### src/rtl/parking_gate_ctrl_if.sv
// parking_gate_ctrl_if: sensor, keypad and status signals of the car park gate.
// master drives sensors/keypad, slave is the gate controller.
interface parking_gate_ctrl_if #(
  parameter int CAPACITY = 4,
  parameter int PW_WIDTH = 4
);
  localparam int OCC_W = $clog2(CAPACITY + 1);

  logic                sensor_entrance;
  logic                sensor_out;
  logic                car_exit;
  logic [PW_WIDTH-1:0] password;
  logic                password_valid;
  logic                gate_state;
  logic [2:0]          led_state;
  logic [OCC_W-1:0]    occupancy;
  logic                full;
  logic                alarm;

  modport master (
    output sensor_entrance, sensor_out, car_exit,
    output password, password_valid,
    input  gate_state, led_state, occupancy, full, alarm
  );

  modport slave (
    input  sensor_entrance, sensor_out, car_exit,
    input  password, password_valid,
    output gate_state, led_state, occupancy, full, alarm
  );
endinterface

### src/rtl/parking_gate_ctrl.sv
// parking_gate_ctrl: password-gated car park entry with occupancy count.
// Define PARKING_LOCKOUT_EN to build the wrong-password lockout and alarm.
module parking_gate_ctrl #(
  parameter int                  CAPACITY       = 4,
  parameter int                  PW_WIDTH       = 4,
  parameter logic [PW_WIDTH-1:0] PASSWORD       = 4'b0101,
  parameter int                  MAX_TRIES      = 3,
  parameter int                  GATE_TIMEOUT   = 16,
  parameter int                  LOCKOUT_CYCLES = 32
) (
  input  logic               clk,
  input  logic               reset_n,
  parking_gate_ctrl_if.slave bus
);
  localparam int OCC_W = $clog2(CAPACITY + 1);
`ifdef PARKING_LOCKOUT_EN
  localparam int TMR_MAX = (LOCKOUT_CYCLES > GATE_TIMEOUT) ?
                           LOCKOUT_CYCLES : GATE_TIMEOUT;
  localparam int TR_W = $clog2(MAX_TRIES + 1);
`else
  localparam int TMR_MAX = GATE_TIMEOUT;
`endif
  localparam int TMR_W = $clog2(TMR_MAX + 1);

  typedef enum logic [2:0] {
    S_IDLE,
    S_WAIT,
    S_RIGHT,
    S_WRONG,
    S_STOP
`ifdef PARKING_LOCKOUT_EN
    , S_LOCK
`endif
  } state_t;

  state_t             r_state, w_nxt;
  logic [TMR_W-1:0]   r_tmr, w_tmr_nxt;
  logic [OCC_W-1:0]   r_occ, w_occ_nxt;
  logic               r_full, r_gate;
  logic [2:0]         r_led, w_led;
  logic               w_match, w_miss, w_pass;
  logic               w_unused_cfg;

`ifdef PARKING_LOCKOUT_EN
  logic [TR_W-1:0]    r_tries, w_tries_nxt;
  logic               r_alarm;
`endif

  assign w_match = bus.password_valid && (bus.password == PASSWORD);
  assign w_miss  = bus.password_valid && (bus.password != PASSWORD);
  assign w_unused_cfg = (MAX_TRIES + LOCKOUT_CYCLES) > 0;

  always_comb begin
    w_nxt     = r_state;
    w_tmr_nxt = r_tmr;
    w_pass    = 1'b0;
`ifdef PARKING_LOCKOUT_EN
    w_tries_nxt = r_tries;
`endif
    unique case (r_state)
      S_IDLE:
        if (bus.sensor_entrance && !r_full) w_nxt = S_WAIT;
      S_WAIT, S_WRONG:
        if (w_match) begin
          w_nxt     = S_RIGHT;
          w_tmr_nxt = '0;
        end else if (w_miss) begin
`ifdef PARKING_LOCKOUT_EN
          w_tries_nxt = r_tries + 1'b1;
          if (w_tries_nxt == TR_W'(MAX_TRIES)) begin
            w_nxt     = S_LOCK;
            w_tmr_nxt = '0;
          end else begin
            w_nxt = S_WRONG;
          end
`else
          w_nxt = S_WRONG;
`endif
        end else if (!bus.sensor_entrance) begin
          w_nxt = S_IDLE;
        end
      S_RIGHT:
        if (bus.sensor_entrance && bus.sensor_out) begin
          w_nxt = S_STOP;
        end else if (bus.sensor_out) begin
          w_nxt  = S_IDLE;
          w_pass = 1'b1;
        end else if (r_tmr == TMR_W'(GATE_TIMEOUT - 1)) begin
          w_nxt = S_IDLE;
        end else begin
          w_tmr_nxt = r_tmr + 1'b1;
        end
      S_STOP:
        if (w_match) begin
          w_nxt     = S_RIGHT;
          w_tmr_nxt = '0;
        end
`ifdef PARKING_LOCKOUT_EN
      S_LOCK:
        if (r_tmr == TMR_W'(LOCKOUT_CYCLES - 1)) w_nxt = S_IDLE;
        else w_tmr_nxt = r_tmr + 1'b1;
`endif
      default: w_nxt = S_IDLE;
    endcase
`ifdef PARKING_LOCKOUT_EN
    // walking away from the keypad keeps the retry count
    if (w_nxt == S_RIGHT ||
        (w_nxt == S_IDLE &&
         (r_state == S_RIGHT || r_state == S_LOCK)))
      w_tries_nxt = '0;
`endif
  end

  always_comb begin
    w_occ_nxt = r_occ;
    if (w_pass && bus.car_exit)
      w_occ_nxt = r_occ;
    else if (w_pass && r_occ != OCC_W'(CAPACITY))
      w_occ_nxt = r_occ + 1'b1;
    else if (!w_pass && bus.car_exit && r_occ != '0)
      w_occ_nxt = r_occ - 1'b1;
  end

  always_comb begin
    w_led = 3'b010;
    unique case (w_nxt)
      S_IDLE:  w_led = (bus.sensor_entrance && r_full) ? 3'b010 : 3'b000;
      S_WAIT:  w_led = 3'b001;
      S_RIGHT: w_led = 3'b100;
      default: w_led = 3'b010;
    endcase
  end

  always_ff @(posedge clk or negedge reset_n) begin
    if (!reset_n) begin
      r_state <= S_IDLE;
      r_tmr   <= '0;
      r_occ   <= '0;
      r_full  <= 1'b0;
      r_gate  <= 1'b0;
      r_led   <= 3'b000;
    end else begin
      r_state <= w_nxt;
      r_tmr   <= w_tmr_nxt;
      r_occ   <= w_occ_nxt;
      r_full  <= (w_occ_nxt == OCC_W'(CAPACITY));
      r_gate  <= (w_nxt == S_RIGHT);
      r_led   <= w_led;
    end
  end

`ifdef PARKING_LOCKOUT_EN
  always_ff @(posedge clk or negedge reset_n) begin
    if (!reset_n) begin
      r_tries <= '0;
      r_alarm <= 1'b0;
    end else begin
      r_tries <= w_tries_nxt;
      r_alarm <= (w_nxt == S_LOCK);
    end
  end

  assign bus.alarm = r_alarm;
`else
  assign bus.alarm = 1'b0;
`endif

  assign bus.gate_state = r_gate;
  assign bus.led_state  = r_led;
  assign bus.occupancy  = r_occ;
  assign bus.full       = r_full;
endmodule

### src/flat_wrapper.sv
// flat-port wrapper written by rule: the top's interface ports become plain ports
module parking_gate_ctrl_flat 
#(
  parameter int                  CAPACITY       = 4,
  parameter int                  PW_WIDTH       = 4,
  parameter logic [PW_WIDTH-1:0] PASSWORD       = 4'b0101,
  parameter int                  MAX_TRIES      = 3,
  parameter int                  GATE_TIMEOUT   = 16,
  parameter int                  LOCKOUT_CYCLES = 32
)
  (clk, reset_n, bus_sensor_entrance, bus_sensor_out, bus_car_exit, bus_password, bus_password_valid, bus_gate_state, bus_led_state, bus_occupancy, bus_full, bus_alarm);
  parking_gate_ctrl_if #(.CAPACITY(CAPACITY), .PW_WIDTH(PW_WIDTH)) bus_i ();
  input  logic clk;
  input  logic reset_n;
  input wire logic [$bits(bus_i.sensor_entrance)-1:0] bus_sensor_entrance;
  input wire logic [$bits(bus_i.sensor_out)-1:0] bus_sensor_out;
  input wire logic [$bits(bus_i.car_exit)-1:0] bus_car_exit;
  input wire logic [$bits(bus_i.password)-1:0] bus_password;
  input wire logic [$bits(bus_i.password_valid)-1:0] bus_password_valid;
  output wire logic [$bits(bus_i.gate_state)-1:0] bus_gate_state;
  output wire logic [$bits(bus_i.led_state)-1:0] bus_led_state;
  output wire logic [$bits(bus_i.occupancy)-1:0] bus_occupancy;
  output wire logic [$bits(bus_i.full)-1:0] bus_full;
  output wire logic [$bits(bus_i.alarm)-1:0] bus_alarm;
  assign bus_i.sensor_entrance = bus_sensor_entrance;
  assign bus_i.sensor_out = bus_sensor_out;
  assign bus_i.car_exit = bus_car_exit;
  assign bus_i.password = bus_password;
  assign bus_i.password_valid = bus_password_valid;
  assign bus_gate_state = bus_i.gate_state;
  assign bus_led_state = bus_i.led_state;
  assign bus_occupancy = bus_i.occupancy;
  assign bus_full = bus_i.full;
  assign bus_alarm = bus_i.alarm;
  parking_gate_ctrl #(.CAPACITY(CAPACITY), .PW_WIDTH(PW_WIDTH), .PASSWORD(PASSWORD), .MAX_TRIES(MAX_TRIES), .GATE_TIMEOUT(GATE_TIMEOUT), .LOCKOUT_CYCLES(LOCKOUT_CYCLES)) u_core (.clk(clk), .reset_n(reset_n), .bus(bus_i));
endmodule
### config.mk
export PLATFORM = sky130hd
export DESIGN_NAME = parking_gate_ctrl_flat
export DESIGN_NICKNAME = d
export VERILOG_FILES = /design/src/rtl/parking_gate_ctrl_if.sv /design/src/rtl/parking_gate_ctrl.sv /design/src/flat_wrapper.sv
export SDC_FILE = /design/constraint.sdc
export NUM_CORES = 1
export LEC_CHECK = 0
export ABC_AREA = 1
export BUFFER_PORTS_ARGS = -buffer_cell sky130_fd_sc_hd__buf_2
export CORE_MARGIN = 10
export CORE_UTILIZATION = 47
export CTS_CLUSTER_SIZE = 12
export DETAILED_ROUTE_END_ITERATION = 12
export PLACE_DENSITY = 0.76
export SETUP_SLACK_MARGIN = 0.2
export SYNTH_ARGS = -nofsm -noshare
export SYNTH_HDL_FRONTEND = slang
export SYNTH_SLANG_ARGS = --single-unit
### constraint.sdc
create_clock -name clk -period 1.7 [get_ports clk]
set_clock_uncertainty 0.2 [all_clocks]
set_input_delay 0.255 -clock clk [delete_from_list [all_inputs] [get_ports clk]]
set_output_delay 0.255 -clock clk [all_outputs]
set_load 0.01 [all_outputs]
After elaboration in Yosys (flattened, before gate mapping)
Index checks and enable logic that the tools add are counted.

Output and inout port bits: 9. Logic and storage cells: 64. Bits in registers: 16.

Eq/ne operators: 15. $add $sub $neg: 3. Mux-type cells: 22. Reductions and logical operators: 18.

Operators by type and width (number): 2-to-1 mux 3 bit (11); 2-to-1 mux 5 bit (4); one-hot mux 3 bit (4 select lines) (1); one-hot mux 5 bit (2 select lines) (1); == test 3 x 2 -> 1 bit (second input constant) (3); logical AND 1 bit (9); one-hot mux 3 bit (3 select lines) (1); == test 3 x 1 -> 1 bit (second input constant) (2); == test 3 bit (second input constant) (2); zero test 3 bit (2); != test 2 bit (second input constant) (3); adder 5 x 1 -> 5 bit (second input constant) (1); == test 5 x 4 -> 1 bit (second input constant) (1); AND reduction 5 bit (1); == test 4 x 3 -> 1 bit (second input constant) (1); != test 4 x 3 -> 1 bit (second input constant) (1); adder 3 x 1 -> 3 bit (second input constant) (1); 2-to-1 mux 1 bit (3); != test 3 bit (second input constant) (1); nonzero test 3 bit (1); OR reduction 3 bit (1); subtractor 3 x 1 -> 3 bit (second input constant) (1); zero test 1 bit (2); 2-to-1 mux 2 bit (1); other kinds (3) (3).

Logic depth before layout (Yosys ltp)
Depth in word-level cells: 10. Mapped depth: 11.

Worst setup path before layout
Ideal clock, no wire load.

Path type: register to register. From: register u_core.r_tmr[0]. To: register u_core.r_tmr[0]. Stages on the path, launching flop included: 11. Arrival time: 1390 ps. Path slack: -18 ps. Cell sequence: dfrtp_1 ha_1 nand2_1 nor2_1 ha_1 nor2_1 nand2_1 nand2_4 inv_1 nor2_1 a21oi_1.

Cells in the longest elaborated chain, start to end: 5. Elaborated cells on any way between the ends: 8.

Ends and longest elaborated chain: from (decl) (RTL line parking_gate_ctrl.sv:37) `logic [TMR_W-1:0] r_tmr, w_tmr_nxt;`; from (signal assigned) (RTL line parking_gate_ctrl.sv:144) `r_tmr <= w_tmr_nxt;`; adder 5 x 1 -> 5 bit (RTL line parking_gate_ctrl.sv:91) `w_tmr_nxt = r_tmr + 1'b1;`; 2-to-1 mux 5 bit (RTL line parking_gate_ctrl.sv:88) `end else if (r_tmr == TMR_W'(GATE_TIMEOUT - 1)) begin`; 2-to-1 mux 5 bit (RTL line parking_gate_ctrl.sv:85) `end else if (bus.sensor_out) begin`; 2-to-1 mux 5 bit (RTL line parking_gate_ctrl.sv:83) `if (bus.sensor_entrance && bus.sensor_out) begin`; one-hot mux 5 bit (2 select lines) (RTL line parking_gate_ctrl.sv:60) `unique case (r_state)`.

Parallel ways exist; a longest one is shown, timed or not. The select of a mux whose other input is x is not followed. A chain may end at the register's enable or synchronous reset.

Final worst setup path
From: register u_core.r_tmr[0]. To: register u_core.r_led[1] (netlist: u_core.bus.led_state[1]).

Cells in the longest elaborated chain, start to end: 7. Elaborated cells on any way between the ends: 9.

Ends and longest elaborated chain: == test 5 x 4 -> 1 bit * (RTL line parking_gate_ctrl.sv:88); 2-to-1 mux 3 bit * (RTL line parking_gate_ctrl.sv:88); 2-to-1 mux 3 bit * (RTL line parking_gate_ctrl.sv:85); 2-to-1 mux 3 bit * (RTL line parking_gate_ctrl.sv:83); one-hot mux 3 bit (4 select lines) * (RTL line parking_gate_ctrl.sv:60); == test 3 x 2 -> 1 bit (tied with other cells) (RTL line parking_gate_ctrl.sv:126) `unique case (w_nxt)`; one-hot mux 3 bit (3 select lines) * (RTL line parking_gate_ctrl.sv:126); via u_core.w_led[1] (RTL line parking_gate_ctrl.sv:40) `logic [2:0] r_led, w_led;`; to (signal assigned) (RTL line parking_gate_ctrl.sv:148) `r_led <= w_led;`; to (decl) (RTL line parking_gate_ctrl.sv:40).

Mark *: on every way through the listed nets, which the timed path passes. The rest lies on a longest branch.

==> reports/qor_table.md <==
| Group | Result | Reported |
|:---|:---|:---|
| power and ir drop | P_leak | 0.000672 uW |
| hold path | Startpoint of the worst hold path | bus_sensor_out |
| setup path | Type of element capturing the critical path | register |
| placement | Routability cong. | 0.873 |
| clocking | Library cell used as clock root buffer | clkbuf_4 |
| detailed routing | Drt drc | 0 |
| setup path | Startpoint type of the worst setup path | register |
| synth | Ranking of synthesized cells by area | dfrtp_1 (44%), nand2_1 (13%), inv_1 (9.9%) |
| setup path | Worst-case reg-to-reg path depth | 11 |
| sta | Peak Freq | 0.595 GHz |
| setup path | Category of the most critical setup path | reg2reg |
| hold path | Tightest Hold Check Type | in2reg |
| detailed routing | Drt first-iter violations | 22 |
| detailed routing | Routed vias/inst | 4.82 |
| synth | Synthesized Nets | 135 |
| floorplan | Core Rows | 15 |
| global route | Number of global-route vias before repair | 818 |
| power and ir drop | Sw Ratio | 42.7% |
| detailed routing | Number of nets with antenna violations after routing | 0 |
| sta | Setup repair after global routing missed its margin | true |
| power and ir drop | Worst-case vdd ir drop | 0.822 mV |
| detailed routing | Average detailed-routed wire length per instance | 11.9 um |
| clocking | Num Clock Sinks | 16 |
| synth | Syn avg cell area | 7.57 sq um |
| setup path | Worst reg-to-reg setup slack | 0.02 ns |
| detailed routing | WL final | 2.11 mm |
| sta | Setup Total Neg Slack | 0 ns |
| sta | Final hold slack | 0.122 ns |
| synth | Most instantiated flip-flop cell in the synthesis netlist | dfrtp_1 |
| finish | Fraction of layout instances using a drive strength above 1 | 37.9% |
| synth | Post-synthesis cell type count | 18 |
| sta | Worst Slack Setup Final | 0.0194 ns |
| floorplan | Overall die area | 4090 sq um |
| synth | Synthesized area | 908 sq um |
| setup path | Arrival time of the worst setup path | 1.66 ns |
| finish | Total Nets Final | 170 |
| setup path | RR Startpoint | u_core.r_tmr[0] |
| clocking | Number of clock buffers inserted by TritonCTS | 3 |
| clocking | Clock slew seen by the registers of the worst setup and hold paths | 0.08 ns |
| finish | Area of the multi-input gates | 479 sq um |
| clocking | Clock latency on the worst-skew pair | 0.28 ns |
| sta | Minimum clock period after layout | 1.68 ns |
| placement | Placement Setup Slack | 0.00479 ns |
| setup path | Worst path required time | 1.68 ns |
| floorplan | Vert. Die Dim | 64.0 um |
| synth | Portion of synthesized cell area occupied by the leading cell type | 44.1% |
| power and ir drop | P_int | 1110 uW |
| clocking | Clock tree from TritonCTS | yes |
| floorplan | Starting Density | 50.9% |
| synth | Top cell types by occurrence after synthesis | nand2_1 (31), inv_1 (24), dfrtp_1 (16) |
| detailed routing | 1st-pass router iterations | 4 |
| synth | Instance count of the mapped netlist | 120 |
| global route | Maximum number of pins on one net before global-route repair | 17 |
| sta | Number of pins exceeding their max-slew limit in the final report | 0 |
| synth | EDFF count, synth | 0 |
| finish | Final core utilization | 68.5% |
| placement | Post-detail-place hpwl | 1.57 mm |
| setup path | Endpoint of the worst-slack reg-to-reg timing path | u_core.bus.led_state[1] |
| finish | Fillers | 149 |
| sta | Count of endpoints failing hold in the final timing report | 0 |
| global route | Aggregate global routing overflow | 0 |
| power and ir drop | Fraction of power consumed by combinational cells | 56.3% |
| finish | Area growth from synthesis to layout | 34.4% |
| sta | Fin crit share | 98.9% |
| global route | Global routing usage on met1 | 10.5% |
| floorplan | Width of the die | 64.0 um |
| sta | Number of endpoints failing setup at the final stage | 0 |
| power and ir drop | Clock share of power | 9.4% |
| clocking | Buffer depth of the longest clock path | 2 |
| synth | Proportion of synthesized chip area in sequential cells | 44.1% |
| global route | Overall routing resource usage | 9.73% |
| status | Run status | completed |
| synth | Biggest area consumer among synthesized cells | dfrtp_1 |
| power and ir drop | Post-layout total power | 1940 uW |
| finish | Ant. Diodes | 0 |
| global route | Met2 global-route usage | 16.3% |
| synth | Synthesis-stage register bit count | 16 |
| run | Number of max-cap violations | 0 |
| clocking | Number of levels the H-tree was split into | 1 |
| synth | Dominant cell by count in the synthesized netlist | nand2_1 |
| global route | GR peak layer | met2 |
| global route | First-pass GRT wire length | 3.33 mm |
| power and ir drop | Power per standard cell area | 1590 nW/um^2 |
| floorplan | Number of top-level pins | 19 |
| global route | Number of antenna violations at the first check in global routing | 0 |
| power and ir drop | Net switching power | 831 uW |
| setup path | Largest fanout of any net on the critical path | 6 |
| hold path | Number of stages on the worst hold path | 3 |
| power and ir drop | Sequential power share | 34.3% |
| detailed routing | Overall via count from detail_route | 858 |
| placement | Port-buffer cells | 17 |
| synth | Async set-reset flop share out of synthesis | 100% |
| synth | Number of synthesis warnings | 0 |
| floorplan | Core ar. | 1780 sq um |
| finish | Total area of sequential cells | 402 sq um |
| hold path | Endpoint of the worst hold-timing path | u_core.r_state[2] |
| global route | GR Util met3 | 5.57% |
-- power groups by stage --
stage	Combinational (uW)	Clock [uW]	Sequential, uW
after floorplan	575	0	700
after global placement	819	0	672
after detailed placement	838	0	678
after CTS	970	193	663
after global routing	1250	210	684
final	1090	183	667
-- layout by cell type (no fill, tap or decap), types with 2 or more instances in the layout --
master and count:
o21ai_0 3, inv_2 5, ha_2 2, clkbuf_4 3, nand2_4 2, ha_1 2
nor2_2 3, buf_2 17, nand2_2 6, a21oi_1 4, dfrtp_1 15, nand4_1 3
nor2_1 8, buf_4 12, nor3_1 3, nor2_4 2, inv_1 19, nand3_1 9
nand2_1 24
-- worst max-delay path, stage by stage (launching register included) --
cell and delay, ns:
dfrtp_1 0.36, ha_2 0.19, nand2_2 0.06, nor2_2 0.08, ha_2 0.19, nor2_4 0.04
nand2_4 0.09, nand2_2 0.08, nor2_4 0.13, nand2_1 0.06, nand2_1 0.06, nand2_1 0.04
-- worst max path at each step --
| stage | startpoint | endpoint | cells past startpoint | slack [ns] |
|---|---|---|---|---|
| after floorplan | u_core.r_tmr[1] | u_core.r_tmr[0] | 10 | 0.11 |
| after global placement | u_core.r_tmr[1] | u_core.r_tmr[0] | 10 | 0.03 |
| after detailed placement | u_core.r_tmr[1] | u_core.r_tmr[0] | 10 | 0.005 |
| after CTS | u_core.r_tmr[1] | u_core.r_tmr[0] | 10 | 0.06 |
| after global routing | u_core.r_tmr[0] | u_core.bus.led_state[1] | 11 | -0.1 |
| final | u_core.r_tmr[0] | u_core.bus.led_state[1] | 11 | 0.02 |
-- flip-flops by register name (all words and copies together), names as in the netlist --
register,cells
u_core.bus.gate_state,1
u_core.bus.full,1
u_core.bus.led_state,3
u_core.r_tmr,5
u_core.r_state,3
u_core.bus.occupancy,3
-- cell families (layout without fill, tap and decap cells) --
family          after synthesis  after routing  synth area share, %
flops                        16             16                 44.1
fa+ha+maj                     5              5                 6.89
simple gates                 63             63                 31.8
buf+inv                      25             58                 10.7
compound gates               10             10                 6.06
other cells                   1              1                0.413
-- layer usage --
layer | vias to the layer above | share of wire, %
met2 | 18 | 50
met1 | 396 | 41
met5 | - | 0
li1 | 442 | -
met4 | 0 | 0.28
met3 | 2 | 8.3
-- timing repair --
| action | CTS | global route |
|---|---|---|
| endpoints found under the setup margin | 12 | 15 |
| buffers inserted | 8 | 4 |
| hold buffers | 1 | 0 |
| pin swaps | 4 | 12 |
| endpoints found under the hold margin | 16 | 0 |
| resized for setup | 4 | 13 |
-- area by class of cell --
class                      instances  area share (%)
clock buffer                       3            1.84
inverter                          24            7.38
multi-input combinational         79            39.2
sequential                        16            32.9
tap                               25            2.56
timing repair buffer              31            16.1
-- through the flow --
step                      area (sq um)  instances
after CTS                         1160        174
after detailed placement          1050        162
after global routing              1220        178
after global placement            1050        162
after floorplan                    933        120
final                             1220        178
Note: power is estimated with default switching activity, not from simulation.
